==> src/rtl/muldiv_sequencer.sv <==
// muldiv_sequencer: iterative MULTU/DIVU engine sharing the EX-stage 32-bit ALU.
// One ADDU (multiply) or SUBU (restoring divide) is issued per cycle for 32
// cycles; the result is committed to the architectural HI/LO registers at the
// end. MTHI/MTLO write HI/LO directly from IDLE without stalling.
module muldiv_sequencer #(
  parameter logic [3:0] OP_ADDU = 4'b0011,
  parameter logic [3:0] OP_SUBU = 4'b0111
) (
  input  logic        clk,
  input  logic        rst_n,
  input  logic        start,
  input  logic [1:0]  op,
  input  logic [31:0] rs_val,
  input  logic [31:0] rt_val,
  output logic        busy,
  output logic        done,
  output logic [31:0] hi,
  output logic [31:0] lo,
  output logic [31:0] alu_a,
  output logic [31:0] alu_b,
  output logic [3:0]  alu_op,
  input  logic [31:0] alu_result
);

  localparam logic [1:0] ST_IDLE = 2'd0;
  localparam logic [1:0] ST_MUL  = 2'd1;
  localparam logic [1:0] ST_DIV  = 2'd2;
  localparam logic [1:0] ST_DONE = 2'd3;

  localparam logic [1:0] CMD_MULTU = 2'b00;
  localparam logic [1:0] CMD_DIVU  = 2'b01;
  localparam logic [1:0] CMD_MTHI  = 2'b10;
  localparam logic [1:0] CMD_MTLO  = 2'b11;

  logic [1:0]  state_q, state_d;
  logic [31:0] acc_q,   acc_d;    // multiply partial product (upper half)
  logic [31:0] mcand_q, mcand_d;  // multiplicand
  logic [31:0] rem_q,   rem_d;    // divide partial remainder
  logic [31:0] dvsr_q,  dvsr_d;   // divisor
  logic [31:0] mq_q,    mq_d;     // multiplier/lower product, or dividend/quotient
  logic [4:0]  cnt_q,   cnt_d;
  logic [31:0] hi_q,    hi_d;
  logic [31:0] lo_q,    lo_d;

  logic        mul_carry;
  logic [32:0] div_s;
  logic        div_ge;

  // Operand steering for the shared ALU plus the per-iteration helper terms.
  always_comb begin
    alu_a     = '0;
    alu_b     = '0;
    alu_op    = OP_ADDU;
    div_s     = {rem_q, mq_q[31]};
    div_ge    = div_s[32] | (div_s[31:0] >= dvsr_q);
    mul_carry = (alu_result < acc_q);
    case (state_q)
      ST_MUL: begin
        alu_a  = acc_q;
        alu_b  = mcand_q;
        alu_op = OP_ADDU;
      end
      ST_DIV: begin
        alu_a  = div_s[31:0];
        alu_b  = dvsr_q;
        alu_op = OP_SUBU;
      end
      default: begin
        alu_a  = '0;
        alu_b  = '0;
        alu_op = OP_ADDU;
      end
    endcase
  end

  // Next-state, datapath and HI/LO commit logic.
  always_comb begin
    state_d = state_q;
    acc_d   = acc_q;
    mcand_d = mcand_q;
    rem_d   = rem_q;
    dvsr_d  = dvsr_q;
    mq_d    = mq_q;
    cnt_d   = cnt_q;
    hi_d    = hi_q;
    lo_d    = lo_q;
    case (state_q)
      ST_IDLE: begin
        if (start) begin
          case (op)
            CMD_MULTU: begin
              state_d = ST_MUL;
              acc_d   = '0;
              mq_d    = rt_val;
              mcand_d = rs_val;
              cnt_d   = '0;
            end
            CMD_DIVU: begin
              state_d = ST_DIV;
              rem_d   = '0;
              mq_d    = rs_val;
              dvsr_d  = rt_val;
              cnt_d   = '0;
            end
            CMD_MTHI: hi_d = rs_val;
            CMD_MTLO: lo_d = rs_val;
            default:  ;
          endcase
        end
      end
      ST_MUL: begin
        // 65-bit {carry,sum,mq} shifted right by one, split across acc/mq.
        if (mq_q[0]) begin
          acc_d = {mul_carry, alu_result[31:1]};
          mq_d  = {alu_result[0], mq_q[31:1]};
        end else begin
          acc_d = {1'b0, acc_q[31:1]};
          mq_d  = {acc_q[0], mq_q[31:1]};
        end
        cnt_d = cnt_q + 5'd1;
        if (cnt_q == 5'd31) begin
          state_d = ST_DONE;
          hi_d    = acc_d;
          lo_d    = mq_d;
        end
      end
      ST_DIV: begin
        rem_d = div_ge ? alu_result : div_s[31:0];
        mq_d  = {mq_q[30:0], div_ge};
        cnt_d = cnt_q + 5'd1;
        if (cnt_q == 5'd31) begin
          state_d = ST_DONE;
          hi_d    = rem_d;
          lo_d    = mq_d;
        end
      end
      ST_DONE: state_d = ST_IDLE;
      default: state_d = ST_IDLE;
    endcase
  end

  // State and datapath registers; reset discards any operation in flight.
  always_ff @(posedge clk or negedge rst_n) begin
    if (!rst_n) begin
      state_q <= ST_IDLE;
      acc_q   <= '0;
      mcand_q <= '0;
      rem_q   <= '0;
      dvsr_q  <= '0;
      mq_q    <= '0;
      cnt_q   <= '0;
      hi_q    <= '0;
      lo_q    <= '0;
    end else begin
      state_q <= state_d;
      acc_q   <= acc_d;
      mcand_q <= mcand_d;
      rem_q   <= rem_d;
      dvsr_q  <= dvsr_d;
      mq_q    <= mq_d;
      cnt_q   <= cnt_d;
      hi_q    <= hi_d;
      lo_q    <= lo_d;
    end
  end

  // Status and architectural outputs decoded from registered state.
  always_comb begin
    busy = (state_q != ST_IDLE);
    done = (state_q == ST_DONE);
    hi   = hi_q;
    lo   = lo_q;
  end

endmodule

==> config.mk <==
export PLATFORM = sky130hd
export DESIGN_NAME = muldiv_sequencer
export DESIGN_NICKNAME = d
export VERILOG_FILES = /design/src/rtl/muldiv_sequencer.sv
export SDC_FILE = /design/constraint.sdc
export NUM_CORES = 1
export LEC_CHECK = 0
export ABC_AREA = 1
export CAP_MARGIN = 40
export CORE_MARGIN = 2
export CORE_UTILIZATION = 50
export DETAILED_ROUTE_END_ITERATION = 7
export DONT_BUFFER_PORTS = 1
export GPL_ROUTABILITY_DRIVEN = 1
export GPL_TIMING_DRIVEN = 0
export MAX_ROUTING_LAYER = met4
export SETUP_SLACK_MARGIN = 0.5
export SLEW_MARGIN = 20
export SYNTH_ARGS = -nofsm -noshare
export SYNTH_HDL_FRONTEND = slang
export SYNTH_SLANG_ARGS = --single-unit
==> constraint.sdc <==
create_clock -name clk -period 2.5 [get_ports clk]
set_input_delay 0.25 -clock clk [delete_from_list [all_inputs] [get_ports clk]]
set_output_delay 0.25 -clock clk [all_outputs]
set_load 0.05 [all_outputs]
==> results of run 1 <==
## stage by stage
stage / worst slack [ns] / area (um^2)
2_1_floorplan: 0.4118 / 14570
3_3_place_gp: -0.1532 / 14990
3_5_place_dp: -0.2533 / 15000
4_1_cts: -0.003602 / 17540
5_1_grt: -0.07999 / 18140
6_report: -0.05468 / 18140
## layer usage
metal / wire (um) / up-vias / share of wire
li1: - / 6511 / -
met1: 21100 / 6561 / 0.42
met2: 23540 / 545 / 0.46
met3: 4183 / 127 / 0.082
met4: 1917 / 0 / 0.038
met5: 0 / - / 0
## state kept, by name (all words and copies together) (netlist names)
signal	cells
acc_q	32
state_q	2
lo	32
cnt_q	5
mcand_q	32
rem_q	32
dvsr_q	32
hi	32
mq_q	32
## layout make-up
cell class | count | area, um^2 | share of cell area
diodes | 1 | 2.502 | 0.0001379
plain buffers | 111 | 1021 | 0.05627
clock buffers | 41 | 788.3 | 0.04345
clock inverters | 7 | 87.58 | 0.004827
inverters | 280 | 1060 | 0.05841
multi-input cells | 1322 | 7734 | 0.4262
flip-flops and latches | 231 | 5781 | 0.3186
well taps | 341 | 426.7 | 0.02352
repair buffers | 123 | 1244 | 0.06855
## kinds of logic after synthesis
kind of cell,Yosys count,synth area share
AOI/OAI and AO/OA,506,0.1968
xor gates and xnor gates,1,0.0006353
adders and majority gates,70,0.06352
buffers and inverters,391,0.1106
DFF,231,0.4192
other,2,0.0005446
and+or+nand+nor,742,0.2087
## worst max-delay path by stage
| stage | start | end | slack (ns) | depth (start not counted) |
|---|---|---|---|---|
| 5_1_grt | state_q[0]$_DFFE_PN0P_ | alu_b[0] | -0.08 | 6 |
| 3_3_place_gp | state_q[0]$_DFFE_PN0P_ | acc_q[26]$_DFFE_PN0P_ | -0.15 | 6 |
| 3_5_place_dp | state_q[0]$_DFFE_PN0P_ | acc_q[0]$_DFFE_PN0P_ | -0.25 | 6 |
| 6_report | state_q[0]$_DFFE_PN0P_ | alu_b[0] | -0.05 | 6 |
| 4_1_cts | state_q[0]$_DFFE_PN0P_ | alu_b[9] | -0.004 | 6 |
| 2_1_floorplan | state_q[1]$_DFFE_PN0P_ | alu_a[31] | 0.41 | 6 |
## synthesized netlist by cell type, drive strengths merged
| cell type | n |
|---|---|
| clkbuf | 76 |
| xor2 | 1 |
| nor4 | 2 |
| o211ai | 1 |
| ha | 70 |
| o31ai | 2 |
| a211oi | 1 |
| dfrtp | 231 |
| clkinv | 1 |
| o21ai | 208 |
| nand3 | 11 |
| nor2 | 89 |
| conb | 2 |
| inv | 279 |
| nand4 | 6 |
| a2bb2oi | 1 |
| a21o | 1 |
| o22ai | 29 |
| nor3 | 4 |
| nand2 | 629 |
| a21oi | 230 |
| nand3b | 1 |
| buf | 35 |
| o21a | 1 |
| a31oi | 32 |
## repair_timing
action                                  in CTS  in global routing
pin swaps                                   66                 44
gates resized for setup                    161                145
cloned                                       0                  2
endpoints found under the setup margin     267                296
hold endpoints to repair                   423                231
buffers inserted                            12                 11
==> results by group, run 1 <==
Global route
  – First-pass GRT wire length: 76.97 mm
  – GR Util met3: 0.07860
  – Initial antenna violation count: 1
  – Met2 global-route usage: 0.5702
  – Vias in the first global route: 13,650
  – Pin count of the biggest net entering global routing: 232
  – Tot GR Track Use: 0.3574
  – GR peak layer: met2
  – Overflow after GRT: 0
  – Met1 Usage GRT: 0.4499

Synthesis
  – Synth Area per Inst: 7.097 um^2
  – Unique masters post-synth: 34
  – Mapped cell area: 13,790 um^2
  – Cell taking the most area after synthesis: dfrtp_1
  – Sequential area share after synthesis: 0.4192
  – Yosys top cell area share: 0.4192
  – Gate count of the mapped netlist: 1,943
  – #FFs+latches synth: 231
  – Synth area leaders: dfrtp_1, nand2_1, inv_1
  – Ys Warns: 0

Place
  – IO Port Bufs: 0
  – Placed cells: 2,286
  – Post-DP HPWL: 37.00 mm
  – RD Place Congestion: 0.9261

Timing
  – Rel. slew slack: 0.4601
  – RSZ-0062 raised after global routing: true
  – Worst Clk Skew: 0.01215 ns
  – Period utilization: 1.022
  – Endpoints failing setup: 46
  – Setup TNS Final: -1.207 ns
  – Hold slack: -0.5923 ns
  – Final hold viol count: 232
  – Max frequency: 0.3914 GHz
  – Worst-margin pin slew: 0.8099 ns
  – Max Slew Vio Count: 0
  – Setup ws final: -0.05468 ns
  – Post-route minimum period: 2.555 ns

Worst setup path
  – Critical R2R Launch: state_q[0]$_DFFE_PN0P_
  – Buf+Inv Stages, Crit Path: 3
  – Critical path arrival: 2.30 ns
  – Crit-path max cell delay: 0.41 ns
  – Flop2flop setup slack: 0.08 ns
  – CP max-delay cell: dfrtp_1
  – WP data required: 2.25 ns
  – CP max FO: 10
  – Largest delay share family, worst path: buffers and inverters
  – Setup crit start kind: flop
  – Crit-path cells: inv_2 > ha_4 > clkbuf_16 > clkbuf_16 > nand2_1 > a21oi_4
  – R2R cell count: 10
  – CP most frequent cell: clkbuf_16
  – Worst r2r dst: hi[14]$_DFFE_PN0P_
  – Critical Path End Type: output port
  – Setup CP Type: reg -> out

Floorplan
  – Core area: 27,030 um^2
  – Die width: 170.1 um
  – Initial core utilization: 0.5102
  – Io pins: 235
  – Floorplan row count: 60
  – Die Area: 28,920 um^2
  – Die height: 170.1 um

Clock network
  – CTS tree: built
  – Buffer depth of the longest clock path: 3
  – Root buffer cell: clkbuf_16
  – TritonCTS buffer count: 27
  – Reg clk slew, reported paths: 0.06 ns
  – CTS Sinks: 231
  – Cts hold-fix bufs: 97
  – Htree depth: 1
  – Clk_lat worst skew: 0.55 ns

Detailed routing
  – Routed wire length: 50.75 mm
  – Routed len/inst: 20.65 um
  – Drt first-iter violations: 1,045
  – DRC Markers: 0
  – Via density: 5.594
  – Final ANT Viol Nets: 0
  – Routed via count: 13,740
  – Pre-Repair DR Iteration Count: 5

Final layout
  – Share of layout cells above drive strength 1: 0.1650
  – Commonest cells after routing, fill and taps aside: nand2_1, inv_1, dfrtp_1, o21ai_0, a21oi_1
  – Final nets: 2,267
  – Finished Core Util: 0.6713
  – Final non-filler cell total: 2,457
  – Area grow syn2layout: 31.58%
  – Most common cell after layout, fill and taps aside: nand2_1
  – Fill count: 2,352

Worst hold path
  – Min-delay worst type: in -> async

Run status
  – Status: finished with violations
  – Failing checks: hold timing, setup timing

Run
  – Max-cap viol count: 0
Power of run 1 is not shown: default switching activity piles up to over one toggle a cycle in this logic, so the estimate is an artifact.
==> run 2, diff against run 1 <==
--- a/config.mk
+++ b/config.mk
@@ -6,14 +6,15 @@
 export NUM_CORES = 1
 export LEC_CHECK = 0
 export ABC_AREA = 1
+export BUFFER_PORTS_ARGS = -buffer_cell sky130_fd_sc_hd__buf_4
 export CAP_MARGIN = 40
 export CORE_MARGIN = 2
 export CORE_UTILIZATION = 50
 export DETAILED_ROUTE_END_ITERATION = 7
-export DONT_BUFFER_PORTS = 1
 export GPL_ROUTABILITY_DRIVEN = 1
 export GPL_TIMING_DRIVEN = 0
 export MAX_ROUTING_LAYER = met4
+export PLACE_DENSITY = 0.72
 export SETUP_SLACK_MARGIN = 0.5
 export SLEW_MARGIN = 20
 export SYNTH_ARGS = -nofsm -noshare
==> results by group, run 2 (same netlist as run 1, synthesis figures left out) <==
Floorplan
  – Die Area: 28,920 um^2 (unchanged)
  – Floorplan row count: 60 (unchanged)
  – Initial core utilization: 0.5102 (unchanged)
  – Core area: 27,030 um^2 (unchanged)
  – Die width: 170.1 um (unchanged)
  – Die height: 170.1 um (unchanged)
  – Io pins: 235 (unchanged)

Final layout
  – Share of layout cells above drive strength 1: 0.4066 (+0.2416)
  – Finished Core Util: 0.8138 (+0.1424)
  – Commonest cells after routing, fill and taps aside: nand2_1, inv_1, buf_4, dfrtp_1, o21ai_0
  – Most common cell after layout, fill and taps aside: nand2_1
  – Final nets: 2,507 (+11%)
  – Final non-filler cell total: 2,700 (+9.9%)
  – Area grow syn2layout: 59.49%

Timing
  – Hold slack: 0.006095 ns (+0.5984 ns)
  – Setup ws final: -0.2482 ns (-0.1935 ns)
  – Max frequency: 0.3639 GHz (-7.0%)
  – Setup TNS Final: -9.989 ns (-8.782 ns)
  – Rel. slew slack: 0.3984 (-0.06166)
  – Max Slew Vio Count: 0 (unchanged)
  – Post-route minimum period: 2.748 ns (+0.1935 ns)
  – Worst Clk Skew: 0.01248 ns (+0.0003288 ns)
  – Worst-margin pin slew: 0.9024 ns (+0.09249 ns)
  – RSZ-0062 raised after global routing: true
  – Period utilization: 1.099 (+0.07739)
  – Endpoints failing setup: 67 (+46%)
  – Final hold viol count: 0 (-100%)

Detailed routing
  – Routed wire length: 65.12 mm (+28%)
  – Drt first-iter violations: 2,566 (+150%)
  – Routed via count: 16,900 (+23%)
  – Pre-Repair DR Iteration Count: 7 (+2)
  – Routed len/inst: 24.12 um (+17%)
  – DRC Markers: 0 (unchanged)
  – Via density: 6.258 (+12%)
  – Final ANT Viol Nets: 0 (unchanged)

Global route
  – GR peak layer: met2
  – Tot GR Track Use: 0.3861 (+0.02870)
  – Pin count of the biggest net entering global routing: 95 (-59%)
  – Met1 Usage GRT: 0.4997 (+0.04977)
  – Initial antenna violation count: 2 (+1)
  – Overflow after GRT: 0 (unchanged)
  – First-pass GRT wire length: 83.66 mm (+8.7%)
  – GR Util met3: 0.05907 (-0.01953)
  – Vias in the first global route: 15,190 (+11%)
  – Met2 global-route usage: 0.5947 (+0.02457)

Worst hold path
  – Worst hold stages: 3
  – Sink of the worst hold path: dvsr_q[24]$_DFFE_PN0P_
  – Hold Crit Start: rt_val[24]
  – Min-delay worst type: in -> reg

Worst setup path
  – Critical Path End Type: flop
  – Critical path arrival: 3.23 ns (+0.93 ns)
  – R2R cell count: 16 (+6)
  – Flop2flop setup slack: -0.25 ns (-0.33 ns)
  – Setup crit start kind: flop
  – Critical R2R Launch: dvsr_q[16]$_DFFE_PN0P_
  – CP max FO: 5 (-5)
  – Worst r2r dst: hi[16]$_DFFE_PN0P_
  – Setup CP Type: reg -> reg
  – WP data required: 2.98 ns (+0.73 ns)

Run status
  – Status: finished with violations
  – Failing checks: setup timing

Place
  – Post-DP HPWL: 37.38 mm (+1.0%)
  – RD Place Congestion: 0.9907 (+7.0%)
  – Placed cells: 2,520 (+10%)
  – IO Port Bufs: 231 (+231)

Clock network
  – Clk_lat worst skew: 0.55 ns (about the same)
  – CTS Sinks: 231 (unchanged)
  – CTS tree: built
  – Reg clk slew, reported paths: 0.07 ns (about the same)
  – Buffer depth of the longest clock path: 3 (unchanged)
  – Root buffer cell: clkbuf_16
  – TritonCTS buffer count: 26 (-3.7%)
  – Htree depth: 1 (unchanged)

Run
  – Max-cap viol count: 0 (unchanged)
run 2: cell types whose count changed in the layout (fill, tap and decap cells not counted), sizes merged:
cell | before | now
inv | 278 | 277
bufinv | 2 | 1
clkbuf | 106 | 111
clkinv | 5 | 7
clkinvlp | 2 | 1
diode | 1 | 3
buf | 72 | 404
dlygate4sd3 | 97 | 2
run 2: area by class of cell:
type / count / area (um^2)
buffer: 111 / 1174
tap: 341 / 426.7
inverter: 280 / 1082
clock inverter: 6 / 55.05
timing repair buffer: 364 / 3587
clock buffer: 42 / 852.1
fill: 1593 / 5034
multi-input combinational: 1322 / 9022
sequential: 231 / 5786
antenna: 3 / 7.507
run 2: routing by layer:
| metal | routed length, um | share of wire | vias up |
|---|---|---|---|
| met5 | 0 | 0 | - |
| met4 | 5708 | 0.088 | 0 |
| met3 | 8301 | 0.13 | 519 |
| met2 | 28240 | 0.43 | 1471 |
| met1 | 22860 | 0.35 | 7910 |
| li1 | - | - | 6996 |
run 2: critical path, cell delays in order (launching register included):
cell	delay [ns]
dfrtp_1	0.37
inv_1	0.22
ha_1	0.28
a21oi_1	0.19
o21ai_0	0.12
nand2_1	0.11
nand2_1	0.10
a21oi_2	0.21
nand3_4	0.20
buf_6	0.18
buf_6	0.13
buf_12	0.15
nand2_4	0.07
nand2_4	0.06
nand2_2	0.06
nand2_2	0.07
a21oi_2	0.17
run 2: metrics by stage:
step	setup slack [ns]	cell area [um^2]
after floorplan	0.4118	14570
after detailed placement	-0.1228	16830
after CTS	0.04870	20300
final	-0.2482	21990
after global routing	-0.2514	21990
after global placement	-0.7515	16730
run 2: worst max-delay path by stage:
stage / endpoint / depth (start not counted) / startpoint
6_report: hi[16]$_DFFE_PN0P_ / 16 / dvsr_q[16]$_DFFE_PN0P_
3_5_place_dp: lo[11]$_DFFE_PN0P_ / 11 / state_q[1]$_DFFE_PN0P_
3_3_place_gp: lo[26]$_DFFE_PN0P_ / 1 / rst_n
4_1_cts: alu_b[22] / 9 / state_q[0]$_DFFE_PN0P_
5_1_grt: hi[17]$_DFFE_PN0P_ / 15 / dvsr_q[19]$_DFFE_PN0P_
2_1_floorplan: alu_a[31] / 6 / state_q[1]$_DFFE_PN0P_
run 2: repair_timing:
action / 4_1_cts / 5_1_grt
setup endpoints to repair: 273 / 296
cloned: 15 / 7
hold buffers: 2 / 0
resized for setup: 453 / 406
endpoints found under the hold margin: 95 / 0
pin swaps: 76 / 96
setup buffers: 70 / 35
Power of run 2 is left out for the same reason.
